===== config.mk =====
export PLATFORM = sky130hd
export DESIGN_NAME = multicycle_ctrl_flat
export DESIGN_NICKNAME = d
export VERILOG_FILES = /design/src/rtl/leg_pkg.sv /design/src/rtl/multicycle_ctrl_if.sv /design/src/rtl/op_class.sv /design/src/rtl/multicycle_ctrl.sv /design/src/flat_wrapper.sv
export SDC_FILE = /design/constraint.sdc
export NUM_CORES = 1
export LEC_CHECK = 0
export BUFFER_PORTS_ARGS = -buffer_cell sky130_fd_sc_hd__buf_2
export CORE_AREA = 2 2 77 64
export DETAILED_ROUTE_END_ITERATION = 16
export DIE_AREA = 0 0 79 66
export PLACE_DENSITY = 0.83
export SLEW_MARGIN = 20
export SYNTH_ARGS = -nofsm -noshare
export SYNTH_HDL_FRONTEND = slang
export SYNTH_SLANG_ARGS = --single-unit

===== constraint.sdc =====
create_clock -name clk -period 4 [get_ports clk]
set_input_delay 0 -clock clk [delete_from_list [all_inputs] [get_ports clk]]
set_output_delay 0 -clock clk [all_outputs]
set_load 0.005 [all_outputs]

===== src/rtl/leg_pkg.sv =====
// rtl/leg_pkg.sv - shared LEGv8 control types, opcode patterns and mux encodings
package leg_pkg;

  typedef enum logic [3:0] {
    FETCH, DECODE, EXEC_R, WB_R, ADDR, MEM_LD, WB_LD, MEM_ST, CBZ_EX, TRAP
  } state_t;

  typedef enum logic [2:0] {
    CLS_R, CLS_LDUR, CLS_STUR, CLS_CBZ, CLS_ILL
  } op_class_t;

  // casez patterns over IR[31:21]
  localparam logic [10:0] OP_LDUR = 11'b111_1100_0010;
  localparam logic [10:0] OP_STUR = 11'b111_1100_0000;
  localparam logic [10:0] OP_CBZ  = 11'b101_1010_0???;
  localparam logic [10:0] OP_R    = 11'b1??_0101_?000;

  localparam logic [1:0] ALUOP_ADD    = 2'b00;
  localparam logic [1:0] ALUOP_PASSB  = 2'b01;
  localparam logic [1:0] ALUOP_FUNCT  = 2'b10;

  localparam logic [1:0] SRCB_REG     = 2'b00;
  localparam logic [1:0] SRCB_FOUR    = 2'b01;
  localparam logic [1:0] SRCB_IMM     = 2'b10;
  localparam logic [1:0] SRCB_IMM_SH2 = 2'b11;

  // STUR and CBZ read Rt through the second register port
  function automatic logic uses_rt_as_b(input op_class_t c);
    return (c == CLS_STUR) || (c == CLS_CBZ);
  endfunction

endpackage


===== src/rtl/multicycle_ctrl_if.sv =====
// rtl/multicycle_ctrl_if.sv - datapath/control signal bundle for the multicycle controller
interface multicycle_ctrl_if #(parameter int CNT_W = 32);
  logic [10:0]      Op;
  logic             Zero;
  logic             mem_ready;
  logic             PCWrite;
  logic             IRWrite;
  logic             MemRead;
  logic             MemWrite;
  logic             RegWrite;
  logic             MemtoReg;
  logic             Reg2Loc;
  logic             ALUSrcA;
  logic             PCSrc;
  logic [1:0]       ALUSrcB;
  logic [1:0]       ALUOp;
  logic             instr_done;
  logic             illegal;
  logic [CNT_W-1:0] instr_count;

  modport master (
    input  Op, Zero, mem_ready,
    output PCWrite, IRWrite, MemRead, MemWrite, RegWrite, MemtoReg, Reg2Loc,
           ALUSrcA, PCSrc, ALUSrcB, ALUOp, instr_done, illegal, instr_count
  );

  modport slave (
    output Op, Zero, mem_ready,
    input  PCWrite, IRWrite, MemRead, MemWrite, RegWrite, MemtoReg, Reg2Loc,
           ALUSrcA, PCSrc, ALUSrcB, ALUOp, instr_done, illegal, instr_count
  );
endinterface


===== src/rtl/op_class.sv =====
// rtl/op_class.sv - combinational opcode-to-class decode shared with the main decoder
module op_class
  import leg_pkg::*;
(
  input  logic [10:0] op,
  output op_class_t   cls
);

  always_comb begin
    cls = CLS_ILL;
    casez (op)
      OP_LDUR: cls = CLS_LDUR;
      OP_STUR: cls = CLS_STUR;
      OP_CBZ:  cls = CLS_CBZ;
      OP_R:    cls = CLS_R;
      default: cls = CLS_ILL;
    endcase
  end

endmodule


===== src/rtl/multicycle_ctrl.sv =====
// rtl/multicycle_ctrl.sv - Moore control FSM sequencing one LEGv8 instruction at a time
module multicycle_ctrl
  import leg_pkg::*;
#(
  parameter int CNT_W = 32
) (
  input  logic               clk,
  input  logic               reset,
  multicycle_ctrl_if.master  bus
);

  state_t           state, state_nx;
  op_class_t        cls_q, cls_live, cls_cur;
  logic             illegal_q;
  logic [CNT_W-1:0] count_q;

  logic       pc_write, ir_write, mem_read, mem_write, reg_write, mem_to_reg;
  logic       alu_src_a, pc_src, reg2loc, done;
  logic [1:0] alu_src_b, alu_op;

  op_class u_op_class (
    .op  (bus.Op),
    .cls (cls_live)
  );

  // Op is only meaningful from DECODE on, so DECODE uses the live decode
  assign cls_cur = (state == DECODE) ? cls_live : cls_q;

  always_ff @(posedge clk) begin
    if (reset) begin
      state     <= FETCH;
      cls_q     <= CLS_R;
      illegal_q <= 1'b0;
      count_q   <= '0;
    end else begin
      state <= state_nx;
      if (state == DECODE)
        cls_q <= cls_live;
      if (state_nx == TRAP)
        illegal_q <= 1'b1;
      if (done)
        count_q <= count_q + CNT_W'(1);
    end
  end

  always_comb begin
    state_nx   = state;
    pc_write   = 1'b0;
    ir_write   = 1'b0;
    mem_read   = 1'b0;
    mem_write  = 1'b0;
    reg_write  = 1'b0;
    mem_to_reg = 1'b0;
    alu_src_a  = 1'b0;
    pc_src     = 1'b0;
    alu_src_b  = SRCB_REG;
    alu_op     = ALUOP_ADD;
    done       = 1'b0;
    case (state)
      FETCH: begin
        mem_read  = 1'b1;
        alu_src_b = SRCB_FOUR;
        if (bus.mem_ready) begin
          ir_write = 1'b1;
          pc_write = 1'b1;
          state_nx = DECODE;
        end
      end
      DECODE: begin
        // ALU computes PC + (imm << 2) here so a CBZ target is ready in ALUOut
        alu_src_b = SRCB_IMM_SH2;
        case (cls_live)
          CLS_R:              state_nx = EXEC_R;
          CLS_LDUR, CLS_STUR: state_nx = ADDR;
          CLS_CBZ:            state_nx = CBZ_EX;
          default:            state_nx = TRAP;
        endcase
      end
      EXEC_R: begin
        alu_src_a = 1'b1;
        alu_op    = ALUOP_FUNCT;
        state_nx  = WB_R;
      end
      WB_R: begin
        reg_write = 1'b1;
        done      = 1'b1;
        state_nx  = FETCH;
      end
      ADDR: begin
        alu_src_a = 1'b1;
        alu_src_b = SRCB_IMM;
        state_nx  = (cls_q == CLS_LDUR) ? MEM_LD : MEM_ST;
      end
      MEM_LD: begin
        mem_read = 1'b1;
        if (bus.mem_ready)
          state_nx = WB_LD;
      end
      WB_LD: begin
        reg_write  = 1'b1;
        mem_to_reg = 1'b1;
        done       = 1'b1;
        state_nx   = FETCH;
      end
      MEM_ST: begin
        mem_write = 1'b1;
        if (bus.mem_ready) begin
          done     = 1'b1;
          state_nx = FETCH;
        end
      end
      CBZ_EX: begin
        alu_src_a = 1'b1;
        alu_op    = ALUOP_PASSB;
        pc_src    = 1'b1;
        pc_write  = bus.Zero;
        done      = 1'b1;
        state_nx  = FETCH;
      end
      TRAP:    state_nx = TRAP;
      default: state_nx = FETCH;
    endcase
  end

  assign reg2loc = (state != FETCH) && uses_rt_as_b(cls_cur);

  // Reset masks every output so nothing reaches the datapath mid-reset
  assign bus.PCWrite     = pc_write   & ~reset;
  assign bus.IRWrite     = ir_write   & ~reset;
  assign bus.MemRead     = mem_read   & ~reset;
  assign bus.MemWrite    = mem_write  & ~reset;
  assign bus.RegWrite    = reg_write  & ~reset;
  assign bus.MemtoReg    = mem_to_reg & ~reset;
  assign bus.Reg2Loc     = reg2loc    & ~reset;
  assign bus.ALUSrcA     = alu_src_a  & ~reset;
  assign bus.PCSrc       = pc_src     & ~reset;
  assign bus.ALUSrcB     = reset ? 2'b00 : alu_src_b;
  assign bus.ALUOp       = reset ? 2'b00 : alu_op;
  assign bus.instr_done  = done       & ~reset;
  assign bus.illegal     = illegal_q  & ~reset;
  assign bus.instr_count = reset ? '0 : count_q;

endmodule


===== src/flat_wrapper.sv =====
// flat-port wrapper written by rule: the top's interface ports become plain ports
module multicycle_ctrl_flat import leg_pkg::*;
#(
  parameter int CNT_W = 32
)
  (clk, reset, bus_Op, bus_Zero, bus_mem_ready, bus_PCWrite, bus_IRWrite, bus_MemRead, bus_MemWrite, bus_RegWrite, bus_MemtoReg, bus_Reg2Loc, bus_ALUSrcA, bus_PCSrc, bus_ALUSrcB, bus_ALUOp, bus_instr_done, bus_illegal, bus_instr_count);
  multicycle_ctrl_if #(.CNT_W(CNT_W)) bus_i ();
  input  logic clk;
  input  logic reset;
  input wire logic [$bits(bus_i.Op)-1:0] bus_Op;
  input wire logic [$bits(bus_i.Zero)-1:0] bus_Zero;
  input wire logic [$bits(bus_i.mem_ready)-1:0] bus_mem_ready;
  output wire logic [$bits(bus_i.PCWrite)-1:0] bus_PCWrite;
  output wire logic [$bits(bus_i.IRWrite)-1:0] bus_IRWrite;
  output wire logic [$bits(bus_i.MemRead)-1:0] bus_MemRead;
  output wire logic [$bits(bus_i.MemWrite)-1:0] bus_MemWrite;
  output wire logic [$bits(bus_i.RegWrite)-1:0] bus_RegWrite;
  output wire logic [$bits(bus_i.MemtoReg)-1:0] bus_MemtoReg;
  output wire logic [$bits(bus_i.Reg2Loc)-1:0] bus_Reg2Loc;
  output wire logic [$bits(bus_i.ALUSrcA)-1:0] bus_ALUSrcA;
  output wire logic [$bits(bus_i.PCSrc)-1:0] bus_PCSrc;
  output wire logic [$bits(bus_i.ALUSrcB)-1:0] bus_ALUSrcB;
  output wire logic [$bits(bus_i.ALUOp)-1:0] bus_ALUOp;
  output wire logic [$bits(bus_i.instr_done)-1:0] bus_instr_done;
  output wire logic [$bits(bus_i.illegal)-1:0] bus_illegal;
  output wire logic [$bits(bus_i.instr_count)-1:0] bus_instr_count;
  assign bus_i.Op = bus_Op;
  assign bus_i.Zero = bus_Zero;
  assign bus_i.mem_ready = bus_mem_ready;
  assign bus_PCWrite = bus_i.PCWrite;
  assign bus_IRWrite = bus_i.IRWrite;
  assign bus_MemRead = bus_i.MemRead;
  assign bus_MemWrite = bus_i.MemWrite;
  assign bus_RegWrite = bus_i.RegWrite;
  assign bus_MemtoReg = bus_i.MemtoReg;
  assign bus_Reg2Loc = bus_i.Reg2Loc;
  assign bus_ALUSrcA = bus_i.ALUSrcA;
  assign bus_PCSrc = bus_i.PCSrc;
  assign bus_ALUSrcB = bus_i.ALUSrcB;
  assign bus_ALUOp = bus_i.ALUOp;
  assign bus_instr_done = bus_i.instr_done;
  assign bus_illegal = bus_i.illegal;
  assign bus_instr_count = bus_i.instr_count;
  multicycle_ctrl #(.CNT_W(CNT_W)) u_core (.clk(clk), .reset(reset), .bus(bus_i));
endmodule

Yosys cells after proc, flatten, opt, wreduce, memory -nomap -nowiden

Cells that the tools add are included.

RAM bits: 0
Bits in read-only memories: 0
Memories: 0
Register bits: 40
Input port bits: 15
Word-level logic and storage cells: 70
Latch bits: 0
Output and inout port bits: 47

Mux-type cells: 23
Div/mod/pow operators: 0
Eq/ne operators: 20
Reduce and logical (&&, ||, !) cells: 10
Multiply operators: 0
$add $sub $neg: 1
Shift operators: 0
Bitwise logic cells: 12
$lt $le $gt $ge: 0

Operator list:

| operator              | number |
|---|---|
| $add 32x1->32 const B | 1 |
| $mux 32               | 1 |
| $pmux 4 s7            | 1 |
| $eq 11x11->1 const B  | 2 |
| $eq 4x3->1 const B    | 4 |
| $eq 8x8->1 const B    | 2 |
| $eq 3x2->1 const B    | 4 |
| $eq 4x4->1 const B    | 3 |
| $mux 4                | 3 |
| $pmux 3 s4            | 1 |
| $pmux 4 s3            | 1 |
| $and 1x1->1           | 11 |
| $eq 4x2->1 const B    | 2 |
| $mux 1                | 8 |
| $eq 3x1->1 const B    | 2 |
| $mux 2                | 3 |
| $pmux 2 s3            | 1 |
| $reduce_or 2->1       | 3 |
| $reduce_or 3->1       | 2 |
| $eq 4x1->1 const B    | 1 |
| $logic_not 4->1       | 1 |
| $pmux 1 s2            | 2 |
| $pmux 2 s2            | 1 |
| $reduce_bool 4->1     | 1 |
| other kinds (5)       | 5 |

Depth between registers and ports, before layout

Depth after elaboration: 7
Gate-level depth with buffers: 7
Gate-level depth less buffers: 6

Cells and area by module

From an unflattened synthesis, not the netlist that was laid out.

Cells, all modules: 314
Area total of the unflattened synthesis: 2488.6 µm²

Modules (own cells, without submodules):

| module          | area each (µm²) | cells each | instances | seq. area each (µm²) |
|---|---|---|---|---|
| multicycle_ctrl | 2398.6          | 301        | 1         | 800.8 |
| op_class        | 90.1            | 13         | 1         | 0.0 |

Least setup slack after synthesis

No wires, ideal clock.

Path type: reg-to-reg
Start: register u_core.count_q[0]
End: register u_core.count_q[28]
Setup slack: 2.093 ns
Data arrival time: 1.775 ns
Required time: 3.868 ns
Cell stages (with the launch flop): 7
Path buffers: 0
Period minus slack after synthesis: 1.907 ns
Library setup time: 0.132 ns
Cell sequence: dfxtp_1 ha_1 nand4_1 or4_1 nor3_2 a21bo_2 a21oi_1

Longest elaborated chain between the ends: 1

RTL lines:

| item                   | line                  | RTL |
|---|---|---|
| from (decl)            | multicycle_ctrl.sv:15 | `logic [CNT_W-1:0] count_q;` |
| from (signal assigned) | multicycle_ctrl.sv:42 | `count_q <= count_q + CNT_W'(1);` |
| $add 32x1->32          | multicycle_ctrl.sv:42 |  |

Every way passes these cells.
A chain may end at the register's enable or synchronous reset.

Final worst setup path

Start: register u_core.state[1]
End: register u_core.count_q[29]

Longest elaborated chain between the ends: 3
Elaborated cells on any way between the ends: 6
Those cells by class: 4 x eq/ne; 1 x mux; 1 x reduce/logical

RTL lines:

| item                               | line                  | RTL |
|---|---|---|
| from (decl)                        | multicycle_ctrl.sv:12 | `state_t state, state_nx;` |
| from (signal assigned)             | multicycle_ctrl.sv:36 | `state <= state_nx;` |
| $eq 4x2->1 (tied with other cells) | multicycle_ctrl.sv:59 | `case (state)` |
| $reduce_or 3->1 (no source line)   | --                    |  |
| $pmux 1 s2 *                       | multicycle_ctrl.sv:59 |  |

Mark *: on every way between the ends. The rest lies on a longest branch, timed or not.

==> results.json <==
{
  "outcome": "complete, no violations",
  "finalSetupViolations": 0,
  "slowest_delay_ns": 0.81,
  "fillCellCount": 405,
  "num_vias": 2416,
  "leakagePower_nw": 1.142,
  "syn_to_final_growth_pct": 15.78,
  "clockRootBuffer": "clkbuf_8",
  "fp.dieArea_sq_um": 5214,
  "path_clk_slew_ns": 0.08,
  "crit_slowest_cell": "o41ai_4",
  "gp_congestion": 0.8897,
  "cts_tree": "yes",
  "finalCritPeriodShare": 0.6850,
  "io_buffers": 61,
  "avgSynthCellArea_sq_um": 7.876,
  "synth_edf_count": 0,
  "final-max-slew-violation-count": 0,
  "ys_ff_latch": 40,
  "clock_skew_ns": 0.009590,
  "ys_async_sr_fraction": 0,
  "arrival_ns": 2.98,
  "setup_tns_ns": 0,
  "power_mw": 0.7777,
  "synthCells": 312,
  "register_area_sq_um": 800.8,
  "synthDistinctLibCells": 54,
  "row_count": 22,
  "track_usage": 0.2324,
  "ys.flop_type": "dfxtp_1",
  "vias_per_cell": 5.712,
  "grt_overflow_total": 0,
  "power_per_cell_area_nw_per_um2": 273.3,
  "required_ns": 4.24,
  "rsz0062_at_grt": "false",
  "drtIter0Drc": 186,
  "hpwl_mm": 3.991,
  "synth_area_sq_um": 2457,
  "layout-drive-gt1-share": 0.2342,
  "worstSetupPathType": "flip-flop to flip-flop",
  "tightest_slew_ns": 0.8973,
  "cp-end-kind": "flip-flop",
  "finalHoldViolCount": 0,
  "n_antenna_cell": 0,
  "ir_worst_vdd_v": 0.0001688,
  "grt_first_pass_wirelength_mm": 9.639,
  "die_y_microns": 66,
  "htreeDepth": 2,
  "multi_input_area_sq_um": 1556,
  "drt_first_pass_iters": 5,
  "cp_cell_sequence": "inv_1, o41ai_4, nand3_2, or3_1, a21oi_1",
  "synthesis.nets": 328,
  "clock_latency_ns": 0.30,
  "hp-class": "input pin to flip-flop",
  "antenna_found_initial": 0,
  "cts-resized-gates": 0,
  "cts.sinks": 40,
  "nNetsFinal": 379,
  "ys_warn_count": 0,
  "routed_wl_mm": 5.597,
  "initial_utilization": 0.5511,
  "grt_max_degree": 54,
  "pin_count": 62,
  "ys_seq_area_frac": 0.3259,
  "cp_max_fo": 17,
  "ant_nets": 0,
  "setup.worst_path.start_class": "flip-flop",
  "numCtsBuffers": 5,
  "cts_hold_buf": 0,
  "drv_cap": 0,
  "relSlewSlack": 0.3934,
  "chipWidth_microns": 79,
  "grt_pass1_vias": 2064,
  "fmax_ghz": 0.3650,
  "postCtsSetupRepairBufs": 0,
  "core_sq_um": 4459,
  "wl_per_cell_microns": 13.23,
  "drc": 0,
  "layout_min_cycle_time_ns": 2.740,
  "cts_buffer_depth": 2
}
==> cell usage after synthesis (all sizes together) (2+ instances only) <==
cell type / number / area, sq um
or4b: 2 / 23.77
nor3b: 4 / 35.03
inv: 6 / 22.52
a31oi: 2 / 12.51
and4: 3 / 26.28
nor3: 12 / 70.07
o21ai: 14 / 70.06
o21ba: 2 / 20.02
xnor2: 13 / 113.9
nor4: 7 / 71.31
o21a: 2 / 15.01
nand2: 27 / 101.4
nand4: 13 / 81.33
nor2: 39 / 146.4
xor2: 11 / 96.34
nor4b: 2 / 23.77
dfxtp: 40 / 800.8
and3: 11 / 68.82
buf: 7 / 47.55
nor2b: 31 / 193.9
and2: 2 / 12.51
a21oi: 17 / 85.08
o311ai: 2 / 17.52
nand3: 10 / 60.06
clkbuf: 11 / 41.29
or3: 5 / 31.28
==> final timing paths <==
kind	startpoint	endpoint	slack, ns	cells after the start
max	u_core.state[1]	u_core.count_q[29]	1.26	5
min reg2reg	u_core.cls_q[0]	u_core.cls_q[0]	0.46	2
max reg2reg	u_core.state[1]	u_core.count_q[29]	1.26	5
min	bus_Op[6]	u_core.state[3]	0.03	4
==> cell usage in the layout, fill, tap and decap left out, types with 2 or more instances in the layout <==
cell type and count:
and4_1 3, a31oi_1 2, o21a_1 2, nand3_2 2, nor3_1 10, o311ai_0 2, o21ai_0 13, nand2_1 27
nor4_2 2, dfxtp_1 40, o21ba_2 2, nor3b_1 3, or3_1 5, xnor2_1 13, clkbuf_8 5, nor2b_1 31
inv_1 6, nor3_2 2, nand3_1 8, nand4_1 13, and2_1 2, nor4_1 4, a21oi_1 17, and3_1 11
xor2_1 11, nor2_1 39, buf_2 61
==> worst max-delay path: cells and delay by family, from the launching register on <==
family / cells / cell delay, ns
flops: 1 / 0.66
compound gates: 2 / 0.96
simple gates: 2 / 0.80
buf+inv: 1 / 0.25
==> through the flow <==
stage | setup WS (ns) | util | instances | hold WS (ns) | cell area (sq um)
floorplan | 2.093 | - | 312 | 0.03621 | 2457
global route | 1.064 | 0.6380 | 423 | 0.05188 | 2845
detailed placement | 0.9858 | 0.6181 | 416 | 0.2685 | 2756
global placement | 1.178 | 0.6181 | 416 | 0.2579 | 2756
finish | 1.260 | 0.6380 | 423 | 0.02566 | 2845
CTS | 0.9603 | 0.6355 | 423 | 0.01776 | 2834
==> metal layers <==
metal,vias to the layer above,routed length (microns),global-route usage
met3,7,349,0.04098
li1,1199,-,-
met1,1123,2658,0.3314
met2,87,2507,0.3549
met4,0,81,0.07759
met5,-,0,0
==> registers in the layout, indices dropped and copies added (netlist names) <==
signal,cells
u_core.cls_q,3
u_core.illegal_q,1
u_core.state,4
u_core.count_q,32
==> cell families after synthesis <==
logic type / count (synthesis) / synth area share
AND/OR/NAND/NOR: 174 / 0.4048
AO/OA/AOI/OAI: 48 / 0.1288
flip-flops: 40 / 0.3259
XOR/XNOR: 24 / 0.08554
buffers and inverters: 24 / 0.04532
multiplexers: 1 / 0.004582
adder cells (fa/ha/maj): 1 / 0.005091
==> report_power, final <==
| group | leakage [nW] | internal, mW | switching, mW |
|---|---|---|---|
| registers | 0.323 | 0.406 | 0.0146 |
| logic | 0.778 | 0.0394 | 0.0625 |
| clock network | 0.0410 | 0.119 | 0.137 |
==> cell type report <==
cell class,instances,share of cell area
multi-input cells,248,0.5471
flip-flops and latches,40,0.2814
well taps,60,0.02639
clock buffers,6,0.02551
inverters,6,0.007916
repair buffers,62,0.1099
clock inverters,1,0.001759
(Power assumes the default switching activity.)
